===== src/rtl/cp0_param.sv =====
// Coprocessor-0 subset for a single-issue MIPS core: Count/Compare timer, SR, Cause,
// EPC and PrID, with exception/interrupt request generation at the commit point.
module cp0_param #(
    parameter int          NUM_HWINT  = 6,
    parameter logic [31:0] TEXT_START = 32'h0000_3000,
    parameter logic [31:0] PRID       = 32'hbaad_face
) (
    input  logic                 clk,
    input  logic                 reset,
    input  logic [31:0]          pc,
    input  logic                 bd_in,
    input  logic [4:0]           rd,
    input  logic [31:0]          wdata,
    input  logic                 mtc0_en,
    input  logic                 eret_en,
    input  logic [NUM_HWINT-1:0] hwint,
    input  logic [4:0]           exc_code,
    output logic                 req,
    output logic [31:0]          epc,
    output logic [31:0]          rdata
);

    localparam logic [4:0] REG_COUNT   = 5'd9;
    localparam logic [4:0] REG_COMPARE = 5'd11;
    localparam logic [4:0] REG_SR      = 5'd12;
    localparam logic [4:0] REG_CAUSE   = 5'd13;
    localparam logic [4:0] REG_EPC     = 5'd14;
    localparam logic [4:0] REG_PRID    = 5'd15;

    // Bit 15 of IM/IP is always implemented because the timer shares it.
    function automatic logic [5:0] impl_mask(input int n);
        logic [5:0] m;
        for (int i = 0; i < 6; i++) begin
            m[i] = (i < n) || (i == 5);
        end
        return m;
    endfunction

    localparam logic [5:0] IM_MASK = impl_mask(NUM_HWINT);

    logic [31:0] count;
    logic [31:0] compare;
    logic        timer_pend;
    logic [5:0]  im;
    logic        exl;
    logic        ie;
    logic [5:0]  ip;
    logic [4:0]  exc_r;
    logic        bd;
    logic [31:0] epc_r;

    logic [5:0]  hw_ext;
    logic [5:0]  ip_next;
    logic        int_pend;
    logic        req_core;
    logic        wr_en;
    logic        timer_hit;
    logic [31:0] pc_sel;
    logic [31:0] epc_target;
    logic [31:0] sr_val;
    logic [31:0] cause_val;

    for (genvar g = 0; g < 6; g++) begin : g_hw
        if (g < NUM_HWINT) begin : g_impl
            assign hw_ext[g] = hwint[g];
        end else begin : g_absent
            assign hw_ext[g] = 1'b0;
        end
    end

    assign ip_next   = {hw_ext[5] | timer_pend, hw_ext[4:0]} & IM_MASK;
    assign int_pend  = (|(ip & im)) & ie & ~exl;
    assign req_core  = (int_pend | (exc_code != 5'd0)) & ~exl;
    // State is held in reset, so only the output needs masking.
    assign req       = req_core & ~reset;
    assign wr_en     = mtc0_en & ~req_core;
    assign timer_hit = (count == compare) && (compare != 32'd0);

    assign pc_sel     = bd_in ? (pc - 32'd4) : pc;
    assign epc_target = pc_sel & 32'hFFFF_FFFC;

    assign sr_val    = {16'b0, im, 8'b0, exl, ie};
    assign cause_val = {bd, 15'b0, ip, 3'b0, exc_r, 2'b0};
    assign epc       = epc_r;

    always_comb begin
        rdata = 32'd0;
        case (rd)
            REG_COUNT:   rdata = count;
            REG_COMPARE: rdata = compare;
            REG_SR:      rdata = sr_val;
            REG_CAUSE:   rdata = cause_val;
            REG_EPC:     rdata = epc_r;
            REG_PRID:    rdata = PRID;
            default:     rdata = 32'd0;
        endcase
    end

    always_ff @(posedge clk or posedge reset) begin
        if (reset) begin
            count      <= 32'd0;
            compare    <= 32'd0;
            timer_pend <= 1'b0;
        end else begin
            if (wr_en && rd == REG_COUNT) begin
                count <= wdata;
            end else begin
                count <= count + 32'd1;
            end

            // A Compare write clears the pending tick unless it re-arms the very value Count holds.
            if (wr_en && rd == REG_COMPARE) begin
                compare    <= wdata;
                timer_pend <= timer_hit && (wdata == count);
            end else if (timer_hit) begin
                timer_pend <= 1'b1;
            end
        end
    end

    always_ff @(posedge clk or posedge reset) begin
        if (reset) begin
            im    <= IM_MASK;
            exl   <= 1'b0;
            ie    <= 1'b1;
            ip    <= 6'd0;
            exc_r <= 5'd0;
            bd    <= 1'b0;
            epc_r <= TEXT_START;
        end else begin
            ip <= ip_next;
            if (req_core) begin
                exl   <= 1'b1;
                bd    <= bd_in;
                epc_r <= epc_target;
                exc_r <= int_pend ? 5'd0 : exc_code;
            end else begin
                if (wr_en && rd == REG_SR) begin
                    im  <= wdata[15:10] & IM_MASK;
                    exl <= wdata[1];
                    ie  <= wdata[0];
                end else if (eret_en && exl) begin
                    exl <= 1'b0;
                end
                if (wr_en && rd == REG_EPC) begin
                    epc_r <= wdata & 32'hFFFF_FFFC;
                end
            end
        end
    end

endmodule


===== config.mk =====
export PLATFORM = sky130hd
export DESIGN_NAME = cp0_param
export DESIGN_NICKNAME = d
export VERILOG_FILES = /design/src/rtl/cp0_param.sv
export SDC_FILE = /design/constraint.sdc
export NUM_CORES = 1
export LEC_CHECK = 0
export ABC_CLOCK_PERIOD_IN_PS = 4390
export CORE_MARGIN = 5
export CORE_UTILIZATION = 52
export DETAILED_ROUTE_END_ITERATION = 6
export HOLD_SLACK_MARGIN = 0.06
export PLACE_DENSITY = 0.91
export RECOVER_POWER = 100
export SKIP_CTS_REPAIR_TIMING = 1
export SYNTH_ARGS = -nofsm -noshare
export SYNTH_HDL_FRONTEND = slang
export SYNTH_SLANG_ARGS = --single-unit

===== constraint.sdc =====
create_clock -name clk -period 4.39 [get_ports clk]
set_input_delay 0.439 -clock clk [delete_from_list [all_inputs] [get_ports clk]]
set_output_delay 0.439 -clock clk [all_outputs]
set_load 0.01 [all_outputs]

==> impl_metrics.json <==
{
  "row_count": 43,
  "fp.dieArea_sq_um": 16610,
  "initial_core_utilization_pct": 52.93,
  "n_fill_cell": 1040,
  "multi_input_area_sq_um": 4119,
  "seq_total_area_yosys_pct": 39.32,
  "ios": 150,
  "h-tree-depth": 4,
  "place_hpwl_mm": 17.98,
  "area_delta_synth_final_pct": 27.93,
  "vdd.ir_drop.worst_mv": 0.3272,
  "skew_ns": 0.01049,
  "ys.flop_type": "dfrtp_1",
  "initialDrtViolationCount": 1031,
  "wire_per_inst_um": 22.83,
  "yosysMostFrequentCell": "dfrtp_1",
  "critPathMaxStageDelay_ns": 0.76,
  "holdCritPathClass": "reg -> reg",
  "number_of_routed_nets_with_antenna_violations": 0,
  "clk-insertion-delay-late_ns": 0.43,
  "critical_path.max_fanout": 21,
  "synth.cells.most_frequent": "dfrtp_1 (106), nand2_1 (92), xnor2_1 (61), xor2_1 (59), clkbuf_1 (55)",
  "coreArea_sq_um": 13880,
  "height_of_the_chip_um": 128.9,
  "cts-root-to-sink-buffers": 2,
  "grt_setup_unrepaired": "no",
  "synthesis.instances": 778,
  "hold_viol": 0,
  "totalNegativeSetupSlack_ns": 0,
  "grt_usage_pct": 29.62,
  "initial_antenna_violation_count": 0,
  "insertedDiodeCount": 0,
  "cellLeakagePower_nw": 3.780,
  "slew_headroom_pct": -94.59,
  "clock_tree_from_tritoncts": "done",
  "synth.ff_latch_count": 115,
  "seqCellArea_sq_um": 2889,
  "grt_start_max_net_pins": 77,
  "final_layout_size_suffix_gt1_share_pct": 12.15,
  "fmax_mhz": 246.1,
  "transition_time_at_the_pin_with_the_least_slew_margin_ns": 2.916,
  "drt_pre_antenna_iters": 7,
  "power_per_cell_area_nw_per_um2": 556.8,
  "timing.max_cap.violations": 2,
  "timing.final.max_slew_violations": 123,
  "port_buf_inserts": 145,
  "timing.critical_path.arrival_ns": 3.62,
  "worst_setup_hold_path_clk_slew_ns": 0.06,
  "die_w_um": 128.9,
  "tritoncts.num_buffers": 17,
  "worstPathRequired_ns": 3.95,
  "status": "finished with violations",
  "final_wl_mm": 24.59,
  "cp_common_cell": "dlygate4sd3_1",
  "crit_path_end_kind": "output pin",
  "violated_checks": "design-rule violations, max-capacitance violations, max-slew violations",
  "setup_violations": 0,
  "synth-edff-count": 0,
  "yosys_warnings": 0,
  "first_global_vias": 6703,
  "via_per_inst": 6.364,
  "crit_type": "in -> out",
  "clock_sink_count": 115,
  "ys_types": 52,
  "list_of_cells_traversed_by_the_critical_path": "dlygate4sd3_1 -> nor2b_1 -> and3_1 -> clkbuf_1 -> a21oi_1 -> nor2_1 -> a221o_1 -> dlygate4sd3_1",
  "period_needed_ns": 4.063,
  "synthesis.area_sq_um": 7347,
  "synth_largest_type_area_fraction_pct": 36.10,
  "worst_hold_slack_across_all_endpoints_ns": 0.5068,
  "post_synth.cell_area_avg_sq_um": 9.444,
  "place_congestion": 0.9545,
  "drc": 9,
  "fin_crit_sh_pct": 92.56,
  "routed-via-count": 6854,
  "finalNetCount": 971,
  "cts_root_buffer": "clkbuf_16",
  "critPathLaunchType": "input pin",
  "grt_pass1_wl_mm": 37.61,
  "gr-total-overflow": 0,
  "yosys-top-cells-area": "dfrtp_1 (36%), xnor2_1 (7.3%), xor2_1 (7.0%)",
  "ys_async_sr_fraction_pct": 100.0,
  "timing.critical_path.slowest_stage_cell": "and3_1",
  "synth_area_leader_cell": "dfrtp_1"
}
layout by cell type, fill, tap and decap left out, drive strengths merged, types with 19 or more instances in the layout:
master | synthesis | final
o21ai | 39 | 39
nand3 | 19 | 19
dlygate4sd3 | 0 | 69
nor4 | 25 | 25
mux2 | 40 | 40
nand2 | 93 | 93
clkbuf | 56 | 25
nor2 | 49 | 49
clkdlybuf4s50 | 0 | 76
dfrtp | 106 | 106
xor2 | 59 | 59
xnor2 | 61 | 61
mux2i | 42 | 42
path summary, 6_finish.rpt:
kind | startpoint | to | slack (ns) | cells past startpoint
worst max-delay path | rd[3] | rdata[23] | 0.33 | 8
worst min-delay path | timer_pend$_DFFE_PP0P_ | ip[5]$_DFF_PP0_ | 0.51 | 1
worst max register to register | ip[3]$_DFF_PP0_ | epc[7]$_DFFE_PP0P_ | 0.80 | 6
worst min register to register | timer_pend$_DFFE_PP0P_ | ip[5]$_DFF_PP0_ | 0.51 | 1
max in group asynchronous | reset | compare[20]$_DFFE_PP0P_ | 1.05 | 3
min in group asynchronous | reset | epc[10]$_DFFE_PP0P_ | 1.54 | 2
critical path, delay by kind of cell:
kind,cells,cell delay [ns]
buf+inv,3,1.49
simple gates,3,1.46
compound gates,2,0.22
per-layer routing:
| layer | vias to the layer above | global-route usage, % | wire length [um] |
|---|---|---|---|
| met2 | 512 | 45.55 | 11350 |
| met1 | 3263 | 39.76 | 9383 |
| met3 | 95 | 8.219 | 2869 |
| met4 | 0 | 11.86 | 984 |
| li1 | 2984 | - | - |
| met5 | - | 0 | 0 |
sequential cells by signal, indices dropped and copies added, names as in the netlist, 5 cells and up:
signal,cells
ip,6
epc,30
exc_r,5
compare,32
count,32
im,6
cells by family after synthesis:
kind of cell / after synthesis / synth area share, %
AO/OA/AOI/OAI: 124 / 11.89
XOR/XNOR: 120 / 14.31
adder cells (fa/ha/maj): 2 / 0.3405
buffers and inverters: 81 / 4.768
flip-flops: 115 / 39.32
multiplexers: 82 / 11.85
other: 1 / 0.05104
AND/OR/NAND/NOR: 253 / 17.47
area by class of cell:
cell class / instances / area share (%)
inverters: 10 / 0.3994
repair buffers: 157 / 16.21
flip-flops and latches: 115 / 30.74
clock inverters: 13 / 1.611
well taps: 180 / 2.396
clock buffers: 19 / 4.819
multi-input cells: 583 / 43.82
through the flow:
step | instance area [sq um] | power [mW] | setup WS [ns] | utilization (%) | cells
finish | 9399 | 5.233 | 0.3268 | 67.71 | 1077
global placement | 8815 | 3.736 | 0.6458 | 63.50 | 1045
CTS | 9419 | 5.237 | 0.5535 | 67.86 | 1077
detailed placement | 8815 | 3.804 | 0.6254 | 63.50 | 1045
floorplan | 7351 | 2.968 | 0.9218 | - | 779
global route | 9399 | 5.438 | 0.1817 | 67.71 | 1077
report_power, final:
part | switching (mW) | total [mW] | internal, mW
clock network | 0.539 | 1.41 | 0.873
logic | 0.821 | 1.68 | 0.862
registers | 0.660 | 2.14 | 1.48
Power figures use the tool's default switching activity.
